**config.mk**
```make
export PLATFORM = sky130hd
export DESIGN_NAME = vga_pxl_unpack_flat
export DESIGN_NICKNAME = d
export VERILOG_FILES = /design/src/rtl/vga_pxl_unpack_if.sv /design/src/rtl/vga_pxl_unpack.sv /design/src/flat_wrapper.sv
export SDC_FILE = /design/constraint.sdc
export NUM_CORES = 1
export LEC_CHECK = 0
export CORE_MARGIN = 1
export CORE_UTILIZATION = 40
export CTS_BUF_LIST = sky130_fd_sc_hd__clkbuf_16
export CTS_CLUSTER_DIAMETER = 60
export DETAILED_ROUTE_END_ITERATION = 10
export HOLD_SLACK_MARGIN = 0.03
export MAX_ROUTING_LAYER = met4
export PLACE_DENSITY_LB_ADDON = 0.25
export SYNTH_ARGS = -nofsm -noshare
export SYNTH_HDL_FRONTEND = slang
export SYNTH_SLANG_ARGS = --single-unit
export TNS_END_PERCENT = 10
```
**constraint.sdc**
```tcl
create_clock -name clk -period 7.3 [get_ports clk]
set_input_delay 1.825 -clock clk [delete_from_list [all_inputs] [get_ports clk]]
set_output_delay 1.825 -clock clk [all_outputs]
set_load 0.02 [all_outputs]
```
**src/rtl/vga_pxl_unpack_if.sv**
```systemverilog
// Bus bundle between the pixel FIFO read port, the unpacker and the colour/timing stage.
//   fifo_empty : FIFO has no data (FIFO -> unpacker)
//   fifo_rreq  : pop request; fifo_q valid the following cycle (unpacker -> FIFO)
//   fifo_q     : FIFO read data (FIFO -> unpacker)
//   pix_valid  : pix_data holds a pixel (unpacker -> consumer)
//   pix_ready  : consumer accepts the pixel this cycle (consumer -> unpacker)
//   pix_data   : pixel {R,G,B} (unpacker -> consumer)
// master = unpacker side, slave = FIFO/consumer side.
interface vga_pxl_unpack_if #(
   parameter int unsigned DWIDTH = 32,
   parameter int unsigned PWIDTH = 24
);
   logic              fifo_empty;
   logic              fifo_rreq;
   logic [DWIDTH-1:0] fifo_q;
   logic              pix_valid;
   logic              pix_ready;
   logic [PWIDTH-1:0] pix_data;

   modport master (
      input  fifo_empty, fifo_q, pix_ready,
      output fifo_rreq, pix_valid, pix_data
   );

   modport slave (
      output fifo_empty, fifo_q, pix_ready,
      input  fifo_rreq, pix_valid, pix_data
   );
endinterface

```
**src/rtl/vga_pxl_unpack.sv**
```systemverilog
// Unpacks 32-bit FIFO words into 24-bit RGB pixels (8bpp grey, RGB565, 24bpp packed, 32bpp).
// Ports:
//   clk   : system clock, rising edge
//   aclr  : asynchronous active-low reset
//   sclr  : synchronous clear (frame restart); drops held words, phase and pending read
//   bpp   : 00 grey, 01 RGB565, 10 24bpp packed, 11 32bpp; latched only while idle
//   bswap : (VGA_BSWAP_EN only) byte-reverse each captured word; latched with bpp
//   busy  : any word held, read pending or pixel valid
//   bus   : FIFO read port and pixel valid/ready handshake (master modport)
// Optional feature macro: VGA_BSWAP_EN.
module vga_pxl_unpack #(
   parameter int unsigned DWIDTH = 32,
   parameter int unsigned PWIDTH = 24
) (
   input  logic             clk,
   input  logic             aclr,
   input  logic             sclr,
   input  logic [1:0]       bpp,
`ifdef VGA_BSWAP_EN
   input  logic             bswap,
`endif
   output logic             busy,
   vga_pxl_unpack_if.master bus
);

   typedef enum logic [1:0] {
      MODE_GREY  = 2'b00,
      MODE_565   = 2'b01,
      MODE_RGB24 = 2'b10,
      MODE_RGB32 = 2'b11
   } mode_e;

   logic [DWIDTH-1:0] w0, w1;
   logic [1:0]        cnt;
   logic              pend;
   logic [1:0]        phase;
   mode_e             mode_q;
   logic              valid_q;
   logic [PWIDTH-1:0] data_q;
`ifdef VGA_BSWAP_EN
   logic              swap_q;
`endif

   logic [DWIDTH-1:0] word_in, w0_n, w1_n;
   logic [1:0]        cnt_n, phase_n;
   logic [15:0]       half;
   logic [7:0]        grey;
   logic [PWIDTH-1:0] pix;
   logic              have, retire, load, rreq, valid_n, busy_n;

   // Pop while a slot is free that no in-flight read has already claimed.
   assign rreq = aclr & ~sclr & ~bus.fifo_empty & ((2'd2 - cnt) > {1'b0, pend});

   assign bus.fifo_rreq = rreq;
   assign bus.pix_valid = valid_q;
   assign bus.pix_data  = data_q;

   // Pixel selection, slot bookkeeping and next state.
   always_comb begin
      word_in = bus.fifo_q;
`ifdef VGA_BSWAP_EN
      if (swap_q)
         word_in = {bus.fifo_q[7:0], bus.fifo_q[15:8], bus.fifo_q[23:16], bus.fifo_q[31:24]};
`endif
      half = phase[0] ? w0[31:16] : w0[15:0];
      case (phase)
         2'd0:    grey = w0[7:0];
         2'd1:    grey = w0[15:8];
         2'd2:    grey = w0[23:16];
         default: grey = w0[31:24];
      endcase

      have    = (cnt != 2'd0);
      retire  = 1'b0;
      pix     = '0;
      phase_n = phase + 2'd1;
      case (mode_q)
         MODE_RGB32: begin
            pix     = w0[23:0];
            retire  = 1'b1;
            phase_n = 2'd0;
         end
         MODE_565: begin
            pix     = {half[15:11], half[15:13], half[10:5], half[10:9], half[4:0], half[4:2]};
            retire  = phase[0];
            phase_n = {1'b0, ~phase[0]};
         end
         MODE_GREY: begin
            pix    = {grey, grey, grey};
            retire = (phase == 2'd3);
         end
         default: begin
            // 24bpp: phases 1 and 2 straddle two words, so both slots must be full.
            case (phase)
               2'd0: pix = w0[23:0];
               2'd1: pix = {w1[15:0], w0[31:24]};
               2'd2: pix = {w1[7:0], w0[31:16]};
               default: pix = w0[31:8];
            endcase
            retire = (phase != 2'd0);
            if (phase == 2'd1 || phase == 2'd2)
               have = (cnt == 2'd2);
         end
      endcase

      load = (~valid_q | bus.pix_ready) & have;

      // Retire shifts W1 down first; the returning read then lands in the first free slot.
      w0_n  = w0;
      w1_n  = w1;
      cnt_n = cnt;
      if (load && retire) begin
         w0_n  = w1;
         cnt_n = cnt - 2'd1;
      end
      if (pend) begin
         if (cnt_n == 2'd0)
            w0_n = word_in;
         else
            w1_n = word_in;
         cnt_n = cnt_n + 2'd1;
      end

      valid_n = valid_q;
      if (~valid_q | bus.pix_ready)
         valid_n = have;

      busy_n = (cnt_n != 2'd0) | rreq | valid_n;
   end

   // State registers; sclr overrides everything except the idle mode latch.
   always_ff @(posedge clk or negedge aclr) begin
      if (!aclr) begin
         w0      <= '0;
         w1      <= '0;
         cnt     <= 2'd0;
         pend    <= 1'b0;
         phase   <= 2'd0;
         mode_q  <= MODE_GREY;
         valid_q <= 1'b0;
         data_q  <= '0;
         busy    <= 1'b0;
`ifdef VGA_BSWAP_EN
         swap_q  <= 1'b0;
`endif
      end else begin
         if (!busy) begin
            mode_q <= mode_e'(bpp);
`ifdef VGA_BSWAP_EN
            swap_q <= bswap;
`endif
         end
         if (sclr) begin
            cnt     <= 2'd0;
            pend    <= 1'b0;
            phase   <= 2'd0;
            valid_q <= 1'b0;
            busy    <= 1'b0;
         end else begin
            w0      <= w0_n;
            w1      <= w1_n;
            cnt     <= cnt_n;
            pend    <= rreq;
            valid_q <= valid_n;
            busy    <= busy_n;
            if (load) begin
               data_q <= pix;
               phase  <= phase_n;
            end
         end
      end
   end

endmodule

```
**src/flat_wrapper.sv**
```systemverilog
// flat-port wrapper written by rule: the top's interface ports become plain ports
module vga_pxl_unpack_flat 
#(
   parameter int unsigned DWIDTH = 32,
   parameter int unsigned PWIDTH = 24
)
  (clk, aclr, sclr, bpp, busy, bus_fifo_empty, bus_fifo_q, bus_pix_ready, bus_fifo_rreq, bus_pix_valid, bus_pix_data);
  vga_pxl_unpack_if #(.DWIDTH(DWIDTH), .PWIDTH(PWIDTH)) bus_i ();
  input  logic clk;
  input  logic aclr;
  input  logic sclr;
  input  logic [1:0] bpp;
  output logic busy;
  input wire logic [$bits(bus_i.fifo_empty)-1:0] bus_fifo_empty;
  input wire logic [$bits(bus_i.fifo_q)-1:0] bus_fifo_q;
  input wire logic [$bits(bus_i.pix_ready)-1:0] bus_pix_ready;
  output wire logic [$bits(bus_i.fifo_rreq)-1:0] bus_fifo_rreq;
  output wire logic [$bits(bus_i.pix_valid)-1:0] bus_pix_valid;
  output wire logic [$bits(bus_i.pix_data)-1:0] bus_pix_data;
  assign bus_i.fifo_empty = bus_fifo_empty;
  assign bus_i.fifo_q = bus_fifo_q;
  assign bus_i.pix_ready = bus_pix_ready;
  assign bus_fifo_rreq = bus_i.fifo_rreq;
  assign bus_pix_valid = bus_i.pix_valid;
  assign bus_pix_data = bus_i.pix_data;
  vga_pxl_unpack #(.DWIDTH(DWIDTH), .PWIDTH(PWIDTH)) u_core (.clk(clk), .aclr(aclr), .sclr(sclr), .bpp(bpp), .busy(busy), .bus(bus_i));
endmodule
```
* After elaboration in Yosys (flattened, before gate mapping)
Index checks and enable logic that the tools add are counted.
** Cells by class
- Equal/unequal tests :: 6
- Magnitude comparators :: 1
- Add/subtract/negate cells :: 4
- Bitwise gates (word level) :: 12
- Reductions and logical operators :: 12
- Muxes and demuxes :: 20
** Operators with widths (number)
- one-hot mux 24 bit (3 select lines) :: 2
- 2-to-1 mux 32 bit :: 3
- one-hot mux 8 bit (3 select lines) :: 1
- 2-to-1 mux 16 bit :: 1
- 2-to-1 mux 2 bit :: 5
- == test 2 bit (second input constant) :: 4
- nonzero test 2 bit :: 4
- logical NOT 2 bit :: 3
- 2-to-1 mux 1 bit :: 6
- inverter 1 bit :: 5
- adder 2 x 1 -> 2 bit (second input constant) :: 2
- bitwise AND 1 bit :: 4
- == test 2 x 1 -> 1 bit (second input constant) :: 2
- one-hot mux 2 bit (2 select lines) :: 1
- OR 1 bit :: 3
- one-hot mux 1 bit (3 select lines) :: 1
- AND reduction 3 bit :: 1
- OR reduction 3 bit :: 1
- > comparator 2 x 1 -> 1 bit :: 1
- AND reduction 2 bit :: 1
- subtractor 2 x 1 -> 2 bit (second input constant) :: 1
- subtractor 2 bit (first input constant) :: 1
- logical AND 1 bit :: 1
- logical OR 1 bit :: 1
** Storage, ports and cells
- Register bits after elaboration :: 97
- Bits of input ports :: 39
- Output and inout bits :: 27

* Longest topological paths before layout
- Depth after elaboration :: 13
- Mapped depth :: 16

* Worst setup path before layout
Ideal clock, no wire load.
- Path kind :: input -> output
- From :: in sclr
- To :: out bus_fifo_rreq
- Arrival time :: 2.383 ns
- Buffers on the path :: 1
- Setup slack :: 3.092 ns
- Stages on the path :: 3
- Cells stage by stage :: buf_2 nor2_1 and3_1
** On the way
- Longest elaborated chain between the ends :: 4
** Ends and longest elaborated chain
- start, declared :: line flat_wrapper.sv:11 : input logic sclr;
- inverter 1 bit (no source line)
- bitwise AND 1 bit (3 in series) :: line vga_pxl_unpack.sv:52 : assign rreq = aclr & ~sclr & ~bus.fifo_empty & ((2'd2 - cnt) > {1'b0, pend});
- end, declared :: line flat_wrapper.sv:17 : output wire logic [$bits(bus_i.fifo_rreq)-1:0] bus_fifo_rreq;
No other way between the ends.

* Worst setup path in the final report
Same ends and word-level chain as after synthesis.

==> impl_metrics.json <==
{
  "outcome": "complete, no violations",
  "grt.busiest_layer": "met1",
  "max_stage_delay_ps": 660,
  "postCtsResizedCells": 0,
  "netlist_top_cells_area": "dfrtp_1, mux2_2, o221a_1, o21ai_0, nand2b_1",
  "postRouteAntennaNets": 0,
  "fin_setup_tns_ps": 0,
  "die_w_um": 119.2,
  "grt.met3_usage": 0.03784,
  "drive_gt1_frac": 0.1361,
  "ys_ff_latch": 97,
  "synth-adder-area-share": 0.01823,
  "vdd_drop_max_mv": 0.1819,
  "drc_errors": 0,
  "core_area_mm2": 0.01330,
  "maxCapViolCount": 0,
  "synthMuxAreaShare": 0.1030,
  "synth_top_family_by_area": "compound AO/OA/AOI/OAI gates",
  "wirelength_um": 15040,
  "viasPerCell": 5.978,
  "slew_viol_final": 0,
  "synth_area_mm2": 0.005490,
  "crit_buf_inv": 2,
  "hold_buffers": 0,
  "synth_top_area_cell": "dfrtp_1",
  "period_minus_slack_ps": 5323,
  "grt_pass1_wl_um": 24360,
  "clkTransAtPathRegs_ps": 60,
  "cp_max_fo": 12,
  "post_cts_buffers": 0,
  "fin_skew_ps": 7.133,
  "io_buffers": 65,
  "synth_cell_type_count": 51,
  "grt_pass1_vias": 4478,
  "fmax_mhz": 187.9,
  "die_h_um": 119.2,
  "synthesis.nets": 587,
  "drt-pass1-iter-count": 7,
  "antenna_found_initial": 0,
  "htree_num_levels": 3,
  "worstHoldPathType": "reg2reg",
  "clkLatencyLatePin_ps": 350,
  "relSlewSlack": 0.1507,
  "wl_per_cell_um": 19.68,
  "finalWorstSetupSlack_ps": 1977,
  "p_total_mw": 3.113,
  "cts_sinks": 97,
  "routabilityCongestion": 0.8882,
  "setup_viol": 0,
  "gr-usage-all-layers": 0.2303,
  "hold_ws_ps": 475.4,
  "syn2layout_area_growth_pct": 19.07,
  "syn_inst": 540,
  "yosys_warnings": 0,
  "power_density_mw_per_mm2": 476.2,
  "cp.required_ps": 5480,
  "synth_top_area_share": 0.4421,
  "drt_iter0_drc": 500,
  "dpl-instance-area_mm2": 0.006218,
  "power.leakage_nw": 2.551,
  "numCtsBuffers": 9,
  "crit_family": "buffers and inverters",
  "critical_path_class": "in2out",
  "crit_arrival_ps": 3500,
  "syn_area_per_cell_um2": 10.17,
  "use_met2": 0.3190,
  "crit_chain": "clkdlybuf4s50_1 > nor2_1 > and3_1 > clkdlybuf4s50_1",
  "startpoint_type": "input port",
  "dieArea_mm2": 0.01420,
  "place_ws_ps": 1984,
  "start_util": 0.4129,
  "cp-end-kind": "output pin",
  "ff2ff_setup_slack_ps": 3320,
  "final_area_mm2": 0.006538,
  "dp_hpwl_um": 9942,
  "tritoncts": "yes",
  "io_pins": 66,
  "grt_max_degree": 54,
  "synth-xor-area-share": 0.004786,
  "vias": 4567,
  "critical_path.slowest_cell": "clkdlybuf4s50_1",
  "synth-simple-area-share": 0.1374,
  "hold_viol_final": 0,
  "rsz0062_at_grt": "false",
  "synth-compound-area-share": 0.2479,
  "grtUsageMet1": 0.3220,
  "rows": 42,
  "fin_nets": 630,
  "n_antenna_cell": 0,
  "worst_slew_pin_slew_ps": 1271,
  "finalCritPeriodShare": 0.7292,
  "cts-root-buf": "clkbuf_16",
  "yosysSeqAreaShare": 0.4421,
  "clock_path_buffers": 2,
  "crit_top_cell": "clkdlybuf4s50_1",
  "globalRoute.totalOverflow": 0,
  "num-fill-cells": 1222
}
state kept, by name (all words and copies together), names as in the netlist:
signal	flops
u_core.bus.pix_data	24
u_core.phase	2
u_core.bus.pix_valid	1
u_core.w0	32
u_core.cnt	2
u_core.busy	1
u_core.pend	1
u_core.w1	32
u_core.mode_q	2
cell usage in the layout, fill, tap and decap left out, types with 4 or more instances in the layout:
cell type / n
a221oi_1: 16
a222oi_1: 8
a22oi_1: 9
o311ai_0: 4
a21oi_1: 31
nor2_1: 23
nand2_1: 59
o221a_1: 30
inv_1: 9
o21ai_1: 4
mux2i_1: 7
a211o_1: 5
dfrtp_1: 97
ha_1: 8
buf_4: 11
clkdlybuf4s50_1: 64
o21ai_0: 48
a211oi_1: 5
nor2b_1: 9
nand2b_1: 37
mux2_2: 44
clkbuf_16: 9
nand3_1: 4
cell families (layout without fill, tap and decap cells):
logic type,after synthesis,in the layout
AOI/OAI and AO/OA,182,182
xor gates and xnor gates,3,3
adders and majority gates,8,8
buffers and inverters,52,100
DFF,97,97
muxes,51,51
and+or+nand+nor,147,147
worst paths after layout:
path / endpoint / cells past startpoint / from
max in group asynchronous: u_core.w1[7] / 2 / aclr
setup / recovery: bus_fifo_rreq / 4 / sclr
hold reg to reg: u_core.bus.pix_data[12] / 2 / u_core.bus.pix_data[12]
hold / removal: u_core.bus.pix_data[12] / 2 / u_core.bus.pix_data[12]
setup reg to reg: u_core.w0[20] / 10 / u_core.mode_q[0]
min in group asynchronous: u_core.bus.pix_data[5] / 1 / aclr
worst min-delay path, stage by stage (launching register included):
cell and delay [ps]:
dfrtp_1 340, nand2_1 40, o21ai_0 50
routing by layer:
metal,part of all wire,vias to the layer above
met5,0,-
met4,0.035,0
met3,0.076,34
met2,0.42,203
met1,0.47,2222
li1,-,2108
cells in the mapped netlist, drive strengths merged:
cell type	n
dfrtp	97
a2bb2oi	1
o211ai	2
a221o	1
o221a	33
nand3b	3
clkbuf	15
nand4b	1
a21o	2
o21ai	52
a22oi	9
a21boi	2
mux2	44
nand2b	38
o311ai	5
inv	9
buf	28
nor2b	9
a211o	5
or2	1
a221oi	16
o22ai	3
xnor2	3
a41oi	1
nand2	59
nand3	4
o31ai	2
a222oi	8
o221ai	2
and2	1
ha	8
a211oi	5
and4bb	1
nand4	2
nor3	1
mux2i	7
a21oi	33
nor3b	1
nor2	23
and3	2
or3	1
cell type report:
| class | count | area (µm²) | area share |
|---|---|---|---|
| clock inverter | 7 | 93.84 | 0.01435 |
| multi-input combinational | 391 | 2814 | 0.4304 |
| tap | 176 | 220.2 | 0.03368 |
| sequential | 97 | 2427 | 0.3713 |
| timing repair buffer | 75 | 723.2 | 0.1106 |
| inverter | 9 | 33.78 | 0.005167 |
| clock buffer | 9 | 225.2 | 0.03445 |
stage by stage:
step	utilization	instances
floorplan	-	540
global placement	0.4677	748
detailed placement	0.4677	748
CTS	0.4917	764
global route	0.4917	764
finish	0.4917	764
power breakdown:
| group | switching, mW | internal, mW |
|---|---|---|
| registers | 0.275 | 0.797 |
| clock network | 0.209 | 0.300 |
| logic | 0.794 | 0.737 |
(Power assumes the default switching activity.)
